## src/rtl/mem_arb_pkg.sv

```systemverilog
// Shared types and constants for the single-port RAM arbiter.
// The state enum, owner encodings and default bus widths.
package mem_arb_pkg;

    localparam int ADDR_W_DEF = 9;
    localparam int DATA_W_DEF = 32;

    localparam logic OWN_CPU = 1'b0;
    localparam logic OWN_DMA = 1'b1;

    typedef enum logic [1:0] {
        IDLE  = 2'd0,
        ISSUE = 2'd1,
        WAIT  = 2'd2,
        DONE  = 2'd3
    } arb_state_t;

endpackage

```

## src/rtl/mem_arb_fair_ctr.sv

```systemverilog
// Saturating count of CPU wins taken while DMA waits; force_dma at the limit.
// Updates on the grant edge, so force_dma applies to the next arbitration.
module mem_arb_fair_ctr #(
    parameter int MAX_WAIT = 4
) (
    input  logic clock,
    input  logic reset,
    input  logic cpu_grant,
    input  logic dma_grant,
    input  logic dma_pending,
    output logic force_dma
);

    localparam int CW = $clog2(MAX_WAIT + 1);

    logic [CW-1:0] starve_cnt;

    always_ff @(posedge clock) begin
        if (reset) begin
            starve_cnt <= '0;
        end else if (dma_grant) begin
            starve_cnt <= '0;
        end else if (cpu_grant && dma_pending && (starve_cnt != CW'(MAX_WAIT))) begin
            starve_cnt <= starve_cnt + 1'b1;
        end
    end

    assign force_dma = (starve_cnt == CW'(MAX_WAIT));

endmodule

```

## src/rtl/mem_arbiter.sv

```systemverilog
// Serialises CPU and DMA accesses onto one single-port RAM; CPU priority with DMA starvation guard.
// Write: strobe +1, ack +2. Read: strobe +1, ack +2+RD_LAT. Requests stay pending until acked.
module mem_arbiter
    import mem_arb_pkg::*;
#(
    parameter int ADDR_W       = ADDR_W_DEF,
    parameter int DATA_W       = DATA_W_DEF,
    parameter int RD_LAT       = 1,
    parameter int DMA_MAX_WAIT = 4
) (
    input  logic              clock,
    input  logic              reset,
    input  logic              cpu_req,
    input  logic              cpu_we,
    input  logic [ADDR_W-1:0] cpu_addr,
    input  logic [DATA_W-1:0] cpu_wdata,
    output logic              cpu_ack,
    output logic [DATA_W-1:0] cpu_rdata,
    input  logic              dma_req,
    input  logic              dma_we,
    input  logic [ADDR_W-1:0] dma_addr,
    input  logic [DATA_W-1:0] dma_wdata,
    output logic              dma_ack,
    output logic [DATA_W-1:0] dma_rdata,
    output logic              mem_read,
    output logic              mem_write,
    output logic [ADDR_W-1:0] mem_addr,
    output logic [DATA_W-1:0] mem_wdata,
    input  logic [DATA_W-1:0] mem_rdata,
    output logic              busy,
    output logic              owner
);

    localparam int WCW = $clog2(RD_LAT + 1);

    arb_state_t        state, state_nxt;
    logic              lat_we;
    logic [WCW-1:0]    wait_cnt;
    logic              force_dma;
    logic              grant_cpu, grant_dma, grant;
    logic              wait_last;
    logic              sel_we;
    logic [ADDR_W-1:0] sel_addr;
    logic [DATA_W-1:0] sel_wdata;
    logic              mem_read_nxt, mem_write_nxt, cpu_ack_nxt, dma_ack_nxt, busy_nxt;

    assign grant_dma = (state == IDLE) && dma_req && (!cpu_req || force_dma);
    assign grant_cpu = (state == IDLE) && cpu_req && !grant_dma;
    assign grant     = grant_cpu || grant_dma;
    assign sel_we    = grant_dma ? dma_we    : cpu_we;
    assign sel_addr  = grant_dma ? dma_addr  : cpu_addr;
    assign sel_wdata = grant_dma ? dma_wdata : cpu_wdata;
    assign wait_last = (wait_cnt == WCW'(RD_LAT - 1));

    mem_arb_fair_ctr #(.MAX_WAIT(DMA_MAX_WAIT)) u_fair (
        .clock       (clock),
        .reset       (reset),
        .cpu_grant   (grant_cpu),
        .dma_grant   (grant_dma),
        .dma_pending (dma_req),
        .force_dma   (force_dma)
    );

    always_ff @(posedge clock) begin
        if (reset) begin
            state     <= IDLE;
            busy      <= 1'b0;
            mem_read  <= 1'b0;
            mem_write <= 1'b0;
            cpu_ack   <= 1'b0;
            dma_ack   <= 1'b0;
        end else begin
            state     <= state_nxt;
            busy      <= busy_nxt;
            mem_read  <= mem_read_nxt;
            mem_write <= mem_write_nxt;
            cpu_ack   <= cpu_ack_nxt;
            dma_ack   <= dma_ack_nxt;
        end
    end

    always_comb begin
        state_nxt = state;
        case (state)
            IDLE:    if (grant) state_nxt = ISSUE;
            ISSUE:   state_nxt = lat_we ? DONE : WAIT;
            WAIT:    if (wait_last) state_nxt = DONE;
            DONE:    state_nxt = IDLE;
            default: state_nxt = IDLE;
        endcase
    end

    // Outputs are registered, so their next values are decoded from the next state.
    always_comb begin
        mem_read_nxt  = grant && !sel_we;
        mem_write_nxt = grant && sel_we;
        busy_nxt      = (state_nxt != IDLE);
        cpu_ack_nxt   = (state_nxt == DONE) && (owner == OWN_CPU);
        dma_ack_nxt   = (state_nxt == DONE) && (owner == OWN_DMA);
    end

    // mem_addr/mem_wdata double as the latched request fields.
    always_ff @(posedge clock) begin
        if (reset) begin
            lat_we    <= 1'b0;
            owner     <= OWN_CPU;
            mem_addr  <= '0;
            mem_wdata <= '0;
            wait_cnt  <= '0;
            cpu_rdata <= '0;
            dma_rdata <= '0;
        end else begin
            if (grant) begin
                lat_we    <= sel_we;
                owner     <= grant_dma;
                mem_addr  <= sel_addr;
                mem_wdata <= sel_wdata;
            end
            if (state == ISSUE) begin
                wait_cnt <= '0;
            end else if (state == WAIT) begin
                wait_cnt <= wait_cnt + 1'b1;
            end
            if ((state == WAIT) && wait_last) begin
                if (owner == OWN_DMA) dma_rdata <= mem_rdata;
                else                  cpu_rdata <= mem_rdata;
            end
        end
    end

endmodule

```

## config.mk

```make
export PLATFORM = sky130hd
export DESIGN_NAME = mem_arbiter
export DESIGN_NICKNAME = d
export VERILOG_FILES = /design/src/rtl/mem_arb_pkg.sv /design/src/rtl/mem_arb_fair_ctr.sv /design/src/rtl/mem_arbiter.sv
export SDC_FILE = /design/constraint.sdc
export NUM_CORES = 1
export LEC_CHECK = 0
export CAP_MARGIN = 20
export CORE_MARGIN = 5
export CORE_UTILIZATION = 40
export CTS_BUF_LIST = sky130_fd_sc_hd__clkbuf_4 sky130_fd_sc_hd__clkbuf_8
export DETAILED_ROUTE_END_ITERATION = 6
export HOLD_SLACK_MARGIN = 0.05
export PLACE_DENSITY = 0.76
export SLEW_MARGIN = 20
export SYNTH_ARGS = -nofsm -noshare
export SYNTH_HDL_FRONTEND = slang
export SYNTH_SLANG_ARGS = --single-unit
```

## constraint.sdc

```tcl
create_clock -name clock -period 1.8 [get_ports clock]
set_input_delay 0.27 -clock clock [delete_from_list [all_inputs] [get_ports clock]]
set_output_delay 0.27 -clock clock [all_outputs]
set_load 0.1 [all_outputs]
```

==> results.yml <==
cts:
  cts_resized: 0
  cts_max_level: 4
  post_cts_buffers: 0
  cts_buffer_depth: 2
  cts_made_buffers: 17
  cts_tree: "done"
  clk_pin_slew_worst_paths_ps: 70
  cts.sinks: 118
  clock-root-buffer: "clkbuf_8"
  clk_latency_ps: 430
  cts_hold_buf: 0
critical_path:
  path_class: "reg -> reg"
  cp-startpoint: "state[0]"
  crit_required_ps: 2100
  crit_fanout: 32
  crit_chain: "inv_1 -> ha_1 -> or3b_1 -> buf_4 -> nand2_1 -> a21oi_1"
  reg2reg_from: "state[0]"
  slowest_stage: "or3b_1"
  path_buf_inv: 2
  cpPeakStageDelay_ps: 370
  r2r-end: "cpu_rdata[1]"
  rrSetupSlack_ps: 130
  cpLargestDelayFamily: "simple AND/OR/NAND/NOR gates"
  r2r_cells: 6
  cp-end-kind: "register"
  critPathLaunchType: "register"
  arrival_ps: 1970
flow_run:
  maxCapViolCount: 0
worst_hold_path:
  hp-class: "in -> reg"
  min_path_cells: 3
  worstHoldStart: "reset"
  min_to: "cpu_rdata[3]"
placed_design:
  portBuffers: 230
  hpwl_um: 11500
  place.gp.congestion: 0.848
  place_area_mm2: 0.00722
timing:
  tns_ps: 0
  worst_pin_slew_ps: 464
  period_share_pct: 93.0
  max_freq_mhz: 597
  hold_violations: 0
  max-slew-margin-rel_pct: 68.8
  fin_crit_ps: 1670
  finalSetupViolCount: 0
  drv_slew: 0
  rsz0062_at_grt: "no"
  hold_ws_ps: 350
  skew_ps: 16.2
finish:
  drive_gt1_share_pct: 21.9
  area_growth_pct: 56.4
  fin_nets: 925
  fillers: 988
  diodes: 0
  fin_area_mm2: 0.00765
power:
  power.density_mw_per_mm2: 1660
  p_leak_nw: 2.86
  vdd_ir_drop_max_mv: 1.09
global_route:
  grt_usage_pct: 21.6
  grt_pass1_vias: 5115
  grt_max_degree: 75
  grt_overflow: 0
  antenna_found_initial: 0
  grt_pass1_wl_um: 25300
routing:
  wl_per_cell_um: 16.5
  drtIter0Drc: 422
  wl_met3_um: 1680
  vias_per_cell: 5.44
  via_count: 5210
  ant_nets: 0
  drt_wl_total_um: 15800
  first_pass_iters: 5
  highest_layer: "met4"
  routed-wl-met2_um: 7280
  met1_length_um: 6510
  drc: 0
synthesis:
  synth_warnings: 0
  synth_cells: 588
  synth-seq-area-share_pct: 48.3
  ys_types: 34
  synth_nets: 714
  synth_seq_cells: 118
  synth_area_mm2: 0.00489
  avgSynthCellArea_um2: 8.32
floorplan:
  io_pins: 231
  die_w_um: 121
  die_area_mm2: 0.0145
  num_rows: 40
  fp.dieH_um: 121
  start_util_pct: 40.7
  core-area_mm2: 0.0120
outcome:
  status: "completed"
registers in the layout, summed over array words and instances (netlist names), 2 cells and up:
signal             count
mem_wdata             32
state                  2
cpu_rdata             32
u_fair.starve_cnt      3
dma_rdata             32
mem_addr               9
logic make-up after synthesis:
kind of cell	Yosys count	share of synthesized area [%]
simple gates	232	20.9
fa+ha+maj	6	1.53
compound gates	165	23.3
flops	118	48.3
buf+inv	66	5.81
xor+xnor	1	0.179
layer usage:
metal  up-vias  GRT usage, %
met2       225          33.7
met4         0          8.64
met3        24          9.49
met5         -             0
li1       2551             -
met1      2410          26.0
cell usage in the layout, fill, tap and decap left out, types with 5 or more instances in the layout:
cell type,count
inv_1,5
clkbuf_8,19
clkdlybuf4s50_1,118
o211ai_1,42
nand3_1,86
nand2_1,133
buf_4,117
dfxtp_1,117
ha_1,5
buf_12,16
a21oi_1,70
o2111ai_1,42
worst max path at each step:
stage | endpoint | slack, ps | cells after the start
2_1_floorplan | cpu_rdata[10] | 280 | 7
3_3_place_gp | mem_wdata[2] | 80 | 5
3_5_place_dp | mem_wdata[12] | 0.8 | 5
4_1_cts | mem_wdata[12] | 100 | 6
5_1_grt | mem_read | 0.8 | 5
6_report | cpu_rdata[1] | 130 | 6
worst register-to-register path, delay by kind of cell, from the launching register on:
| family | cells | cell delay (ps) |
|---|---|---|
| AND/OR/NAND/NOR | 2 | 500 |
| buffers and inverters | 2 | 370 |
| flip-flops | 1 | 330 |
| adder cells (fa/ha/maj) | 1 | 280 |
| AO/OA/AOI/OAI | 1 | 70 |
through the flow:
| step | util [%] | power (mW) | cells | setup slack, ps |
|---|---|---|---|---|
| 6_report | 63.7 | 12.7 | 957 | 125 |
| 5_1_grt | 63.7 | 13.3 | 957 | 0.782 |
| 4_1_cts | 63.6 | 12.8 | 957 | 96.8 |
| 2_1_floorplan | - | 8.37 | 588 | 278 |
| 3_5_place_dp | 60.1 | 10.2 | 927 | 0.836 |
| 3_3_place_gp | 60.1 | 10.1 | 927 | 79.2 |
cell type report:
| type | count | area [µm²] | area share [%] |
|---|---|---|---|
| well taps | 147 | 184 | 2.40 |
| multi-input cells | 404 | 2260 | 29.6 |
| clock buffers | 21 | 277 | 3.62 |
| clock inverters | 9 | 151 | 1.98 |
| flip-flops and latches | 118 | 2360 | 30.9 |
| inverters | 6 | 23.8 | 0.311 |
| repair buffers | 252 | 2380 | 31.2 |
cell usage after synthesis (all sizes together):
cell     instances  area (µm²)
a31oi            2        12.5
xnor2            1        8.76
o21ai            3        18.8
dfxtp          118        2360
a21oi           70         350
o211ai          42         315
nor2             1        3.75
and3             1        6.26
nand3           86         430
and2             1        6.26
a31o             1        8.76
nor2b            1        6.26
nand3b           2        15.0
a2111oi          2        30.0
nand4b           1        8.76
inv              6        22.5
or3b             1        8.76
buf             29         145
o2111ai         42         368
nor3             1        5.00
nand2          135         509
nor3b            1        12.5
a21bo            1        10.0
clkbuf          31         116
and3b            1        8.76
o21a             1        7.51
a21boi           1        18.8
ha               6        75.1
power breakdown:
| part | switching, mW | internal (mW) | leakage, nW |
|---|---|---|---|
| Clock | 1.02 | 1.59 | 0.218 |
| Combinational | 5.00 | 1.67 | 1.68 |
| Sequential | 0.320 | 3.12 | 0.962 |
| Total | 6.34 | 6.38 | 2.86 |
(Power assumes the default switching activity.)
